--- src/rtl/lfsr_pkg.sv ---
// Shared constants for the LFSR generator/checker pair: FSM encodings and the
// substitute tap used when the supplied mask is degenerate.
package lfsr_pkg;

  typedef enum logic [1:0] {
    ST_IDLE   = 2'd0,
    ST_SEARCH = 2'd1,
    ST_LOCKED = 2'd2
  } state_e;

  // All-zeros and all-ones masks are replaced by x^1 so the register never sticks.
  localparam int DEGEN_TAP = 2;

endpackage

--- src/rtl/lfsr_step.sv ---
// One Galois LFSR step with tap sanitising; used by both generator and checker
// so the two cannot drift apart.
module lfsr_step
  import lfsr_pkg::*;
#(
  parameter int SIZE = 8
) (
  input  logic [SIZE-1:0] tap_i,
  input  logic [SIZE-1:0] p_i,
  output logic [SIZE-1:0] next_o
);

  localparam logic [SIZE-1:0] DEGEN_W = SIZE'(DEGEN_TAP);

  logic            degen;
  logic [SIZE-1:1] eff;
  logic            fb;

  assign degen = (tap_i == '0) || (tap_i == '1);
  assign eff   = degen ? DEGEN_W[SIZE-1:1] : tap_i[SIZE-1:1];
  // Folding in the zero-detect makes the all-zeros word part of the cycle.
  assign fb    = p_i[SIZE-1] ^ (p_i[SIZE-2:0] == '0);

  assign next_o[0] = fb;

  for (genvar b = 1; b < SIZE; b++) begin : g_bit
    assign next_o[b] = eff[b] ? (p_i[b-1] ^ fb) : p_i[b-1];
  end

endmodule

--- config.mk ---
export PLATFORM = sky130hd
export DESIGN_NAME = lfsr_step
export DESIGN_NICKNAME = d
export VERILOG_FILES = /design/src/rtl/lfsr_pkg.sv /design/src/rtl/lfsr_step.sv
export SDC_FILE = /design/constraint.sdc
export NUM_CORES = 1
export LEC_CHECK = 0
export ABC_AREA = 1
export CORE_AREA = 2 2 39 41
export DETAILED_ROUTE_END_ITERATION = 10
export DIE_AREA = 0 0 41 43
export PLACE_DENSITY = 0.72
export SYNTH_ARGS = -nofsm -noshare
export SYNTH_HDL_FRONTEND = slang
export SYNTH_SLANG_ARGS = --single-unit
--- constraint.sdc ---
create_clock -name vclk -period 1.9
set_clock_uncertainty 0.05 [all_clocks]
set_input_delay 0.475 -clock vclk [all_inputs]
set_output_delay 0.475 -clock vclk [all_outputs]
set_load 0.005 [all_outputs]
==> summary.txt, run 1 <==
Status
  • Run status: finished, violations left
  • Failing checks: negative setup slack

Placed design
  • Dpl hpwl: 950.9 µm
  • Quantity of I/O buffers inserted on ports: 24
  • Routability cong.: 0.7426

STA
  • Final Worst Setup Slack: -0.2003 ns
  • RSZ-0062 raised after global routing: yes
  • Period utilization: 110.5%
  • Final max-slew violation count: 0
  • Peak Freq: about 480 MHz
  • Worst-Margin Slew: 0.1597 ns
  • Slew Limit Headroom: 89.24%
  • Final setup vio count: 7
  • Endpoints failing hold: 0
  • Minimum clock period after layout: roughly 2.1 ns
  • WHS: 1.272 ns

Logic synthesis
  • Synth Cell Area: 375.4 µm²
  • Sequential area share after synthesis: 0%
  • Post-Syn Instances: 83
  • Syn Nets: a little under 100
  • Synth warn: 0
  • Syn_area_per_cell: between 4 and 5 µm²
  • Netlist cell types: 12

Power
  • Clock Power Share: 0%
  • Power Density: 187.2 nW/µm²
  • Leakage: 0.0005905 µW
  • Switch Pwr: around 86 µW
  • P_int: 105.6 µW
  • Switching part of the total power: around 45%
  • Gate power share: 100.0%
  • Seq pwr share: 0%
  • Maximum vdd drop: 102.2 µV

Worst setup path
  • Cell repeated most along the worst path: nand2_1
  • Crit. End Element: output pin
  • Slowest CP cell: o21ai_4
  • Levels on crit path: 11
  • CP max FO: 5
  • Critical path class: in -> out
  • Max stage delay on crit path: 0.18 ns
  • CP Launch Type: input pin
  • Top delay family on crit path: buffers and inverters
  • Worst Path Required: 1.37 ns
  • Buf/Inv on CP: 4
  • Cell Chain, Critical Path: buf_8 > nor2_4 > nand2_4 > o21ai_4 > buf_6 > buf_6 > nand3_2 > nand2_1 > nand2_1 > nand2_1 > buf_2
  • Worst setup path start: p_i[5]
  • Crit path DAT: 1.58 ns
  • End point of the critical path: next_o[4]

Finish
  • Sequential cell count: 0
  • Fin util: 74.14%
  • Final-layout clock buffer total: 0
  • Commonest non-fill, non-tap cell in the layout: nand2_1
  • Most frequent cells in the layout: nand2_1, buf_4, buf_6, buf_2, nand2_2
  • Register area: 0 µm²
  • # diodes: 0
  • Fillers: 120
  • P&R area growth vs syn: 173.3%
  • Final #Nets: 160
  • Layout cells sized above 1: 66.20%

Detailed routing
  • Final WL: 1.773 mm
  • Total number of vias: 717
  • Antenna Nets Post-Route: 0
  • Via density: 4.538
  • Iter 0 DRT Violations: 6
  • WL/cell: between 10 and 15 µm
  • DRT Pass-1 Iters: 3
  • DRC viols: 0

Die
  • Initial Utilization: 27.12%
  • Ports: 24
  • Die height: 43 µm
  • Core area: 1384 µm²
  • DIE AREA: ~1800 µm²
  • Chip width: ~41 µm
  • FP Rows: 14

CTS
  • # hold bufs at CTS: 0

Flow run
  • Max Cap Viol: 0

Global routing
  • First-pass GRT wire length: 2.532 mm
  • Grt ovf: 0
  • Vias in the first global route: 661
  • Gr usage total: about a fifth
  • Largest net degree at the start of global routing: 8
  • Antenna violations before repair: 0

Hold path
  • Hold WC Path Type: in -> out
routing by layer:
| metal | share of wire (%) | GRT usage, % |
|---|---|---|
| met4 | 0.90 | 0 |
| met1 | 36 | 23.73 |
| met3 | 3.2 | 0 |
| met2 | 60 | 36.88 |
| met5 | 0 | 0 |
repair_timing:
item	4_1_cts	5_1_grt
cloned	1	0
resized for setup	137	19
hold endpoints to repair	0	0
endpoints found under the setup margin	8	8
setup buffers	13	2
pin swaps	35	23
power groups by stage:
stage | combinational [µW] | sequential [µW] | clock, µW
finish | 192 | 0 | 0
global route | 209 | 0 | 0
CTS | 172 | 0 | 0
detailed placement | 150 | 0 | 0
global placement | 148 | 0 | 0
floorplan | 53.2 | 0 | 0
Yosys cell counts:
cell,number,area (µm²)
nand2_4,1,11.26
buf_4,2,15.01
nor2_1,8,30.03
nand3b_1,1,7.510
o21ai_0,6,30.03
nand2_1,35,131.4
nor3_1,4,20.02
nand3_1,6,30.03
inv_1,14,52.55
nand2_2,3,18.77
nor2_2,2,12.51
o21ai_4,1,16.27
logic make-up after synthesis:
kind of cell / synth area share, %
buf+inv: 18.00
simple gates: 69.67
compound gates: 12.33
cell type report:
class | count | area [µm²] | share of cell area, %
Inverter | 14 | 57.56 | 5.610
Multi-Input combinational cell | 68 | 445.4 | 43.41
Tap cell | 16 | 20.02 | 1.951
Timing Repair Buffer | 60 | 503.0 | 49.02
how the worst min path moves through the flow:
| stage | startpoint | endpoint | depth (start not counted) |
|---|---|---|---|
| finish | p_i[0] | next_o[1] | 5 |
| global route | p_i[0] | next_o[1] | 5 |
| CTS | p_i[0] | next_o[1] | 5 |
| detailed placement | p_i[0] | next_o[1] | 4 |
| global placement | p_i[0] | next_o[1] | 4 |
| floorplan | p_i[0] | next_o[1] | 2 |
per-stage QoR:
| stage | worst slack, ns | TNS [ns] | area, µm² | power [µW] | cells |
|---|---|---|---|---|---|
| after floorplan | 0.1995 | 0 | 375.4 | 53.15 | 83 |
| after global placement | -0.7822 | -6.059 | 778.2 | 148.2 | 142 |
| after detailed placement | -0.8217 | -6.277 | 778.2 | 149.9 | 142 |
| after CTS | -0.1420 | -0.8074 | 942.2 | 172.0 | 156 |
| after global routing | -0.2724 | -1.411 | 1026 | 209.0 | 158 |
| final | -0.2003 | -0.8497 | 1026 | 192.0 | 158 |
No activity file was read; power rests on OpenSTA's default activity.
==> inputs of run 2 (changes only) <==
--- a/config.mk
+++ b/config.mk
@@ -12,2 +12,3 @@
 export PLACE_DENSITY = 0.72
+export SLEW_MARGIN = 5
 export SYNTH_ARGS = -nofsm -noshare
==> constraint.sdc (replaced) <==
create_clock -name vclk -period 1.9
set_clock_uncertainty 0.05 [all_clocks]
set_input_delay 0.285 -clock vclk [all_inputs]
set_output_delay 0.285 -clock vclk [all_outputs]
set_load 0.01 [all_outputs]
==> run 2 against run 1 <==
Compared with the run above: the run now ends clean; non-clock buffer count shrank 12; die area is the same; count of clock-buffer cells in the layout is the same; highest routed layer is now met3; utilization shrank 13 points; wire length shrank 29%; setup slack gained 0.31 ns; hold slack lost 0.29 ns; first-iteration DRC count shrank 83%; power shrank 20%; global-route usage shrank 5.2 points; flip-flop and latch count is the same.
==> summary.txt, run 2 (synthesis results as in run 1) <==
Status
  • Run status: completed

Detailed routing
  • Final WL: 1.262 mm (-29%)
  • DRC viols: 0 (unchanged)
  • Via density: 4.356 (-4.0%)
  • Total number of vias: 636 (-11%)
  • DRT Pass-1 Iters: 2 (-1)
  • Iter 0 DRT Violations: 1 (-5)
  • WL/cell: 8.644 µm (-23%)
  • Antenna Nets Post-Route: 0 (unchanged)

Die
  • Initial Utilization: 27.12% (unchanged)
  • FP Rows: 14 (unchanged)
  • Chip width: 41 µm (unchanged)
  • Ports: 24 (unchanged)
  • DIE AREA: 1763 µm² (unchanged)
  • Core area: 1384 µm² (unchanged)
  • Die height: 43 µm (unchanged)

STA
  • Minimum clock period after layout: 1.793 ns (-0.3073 ns)
  • Worst-Margin Slew: 0.2281 ns (+0.06836 ns)
  • Endpoints failing hold: 0 (unchanged)
  • Peak Freq: 557.7 MHz (+17%)
  • Final max-slew violation count: 0 (unchanged)
  • WHS: 0.9823 ns (-0.2893 ns)
  • Final TNS setup: 0 ns (+0.8497 ns)
  • Slew Limit Headroom: 84.74% (-4.5 points)
  • Final setup vio count: 0 (-7)
  • Period utilization: 94.36% (-16 points)

Finish
  • Fillers: 130 (+8.3%)
  • Commonest non-fill, non-tap cell in the layout: nand2_1
  • Post-Layout Cell Count: 146 (-7.6%)
  • Fin util: 61.39% (-13 points)
  • Post-route cell area: 849.6 µm² (-17%)
  • P&R area growth vs syn: 126.3%
  • Sequential cell count: 0 (unchanged)
  • Final-layout clock buffer total: 0 (unchanged)
  • Register area: 0 µm² (unchanged)
  • Final #Nets: 148 (-7.5%)
  • # diodes: 0 (unchanged)
  • Layout cells sized above 1: 41.54% (-25 points)
  • Most frequent cells in the layout: nand2_1, buf_4, inv_1, buf_2

CTS
  • # hold bufs at CTS: 0 (unchanged)

Placed design
  • Quantity of I/O buffers inserted on ports: 24 (unchanged)
  • Routability cong.: 0.7425 (about the same)
  • Dpl hpwl: 928.5 µm (-2.4%)
  • DP Cell Count: 142 (unchanged)
  • Cell Area, Placed: 778.2 µm² (unchanged)

Worst setup path
  • Crit path DAT: 1.46 ns (-0.12 ns)
  • CP Launch Type: input pin
  • Worst Path Required: 1.56 ns (+0.19 ns)
  • Crit. End Element: output pin
  • CP max FO: 4 (-1)
  • Critical path class: in -> out

Flow run
  • Max Cap Viol: 0 (unchanged)

Global routing
  • Largest net degree at the start of global routing: 8 (unchanged)
  • Grt ovf: 0 (unchanged)
  • Antenna violations before repair: 0 (unchanged)
  • First-pass GRT wire length: 1.883 mm (-26%)
  • Gr usage total: 14.09% (-5.2 points)
  • Vias in the first global route: 519 (-21%)

Power
  • Maximum vdd drop: 79.03 µV (-23%)
  • Leakage: 0.0005271 µW (-11%)
  • Power Density: 181.7 nW/µm² (-2.9%)

Hold path
  • Hold path cells: 4 (-1)
  • Hold WC Path Type: in -> out
run 2: changes by cell type in the layout (fill, tap and decap cells not counted), moves of 5 or more:
cell             before  now
buf_2                13    7
nand2_1              28   33
clkdlybuf4s15_1       0    5
nand3_1               0    5
buf_6                19    3
dlymetal6s2s_1        0    6
run 2: final timing paths:
check	start	end	slack [ns]
worst max-delay path	p_i[0]	next_o[4]	0.11
worst min-delay path	p_i[0]	next_o[1]	0.98
run 2: critical path, stage by stage:
cell	delay, ns
dlygate4sd2_1	0.26
nor2_2	0.09
nand2_2	0.08
nor2_2	0.11
nand2_2	0.11
buf_6	0.14
nand3_1	0.08
nand2_1	0.05
nand2_1	0.05
nand2_1	0.05
buf_2	0.14
run 2: per-layer routing:
| metal | wire, µm | vias up | GRT usage (%) |
|---|---|---|---|
| met1 | 505 | 276 | 19.30 |
| met2 | 706 | 14 | 25.00 |
| li1 | - | 346 | - |
| met5 | 0 | - | 0 |
| met3 | 50 | 0 | 0 |
| met4 | 0 | 0 | 0 |
run 2: timing repair:
action / CTS / global route
setup buffers: 2 / 1
cloned: 1 / 0
pin swaps: 10 / 16
endpoints found under the setup margin: 8 / 8
resized for setup: 47 / 26
run 2: area by class of cell:
| class | instances | area, µm² | area share, % |
|---|---|---|---|
| Timing Repair Buffer | 48 | 417.9 | 49.19 |
| Inverter | 14 | 52.55 | 6.186 |
| Tap cell | 16 | 20.02 | 2.356 |
| Multi-Input combinational cell | 68 | 359.1 | 42.27 |
run 2: power breakdown:
group	leakage, µW	switching (µW)	internal, µW	total (µW)
Clock	0	0	0	0
Combinational	0.000527	71.5	82.9	154
Sequential	0	0	0	0
Total	0.000527	71.5	82.9	154
run 2: stage by stage:
stage,total power [µW],worst slack (ns)
3_3_place_gp,154.1,-0.4376
4_1_cts,146.4,0.001410
5_1_grt,170.1,-0.002149
6_report,154.4,0.1071
2_1_floorplan,58.84,0.5485
3_5_place_dp,155.7,-0.4763
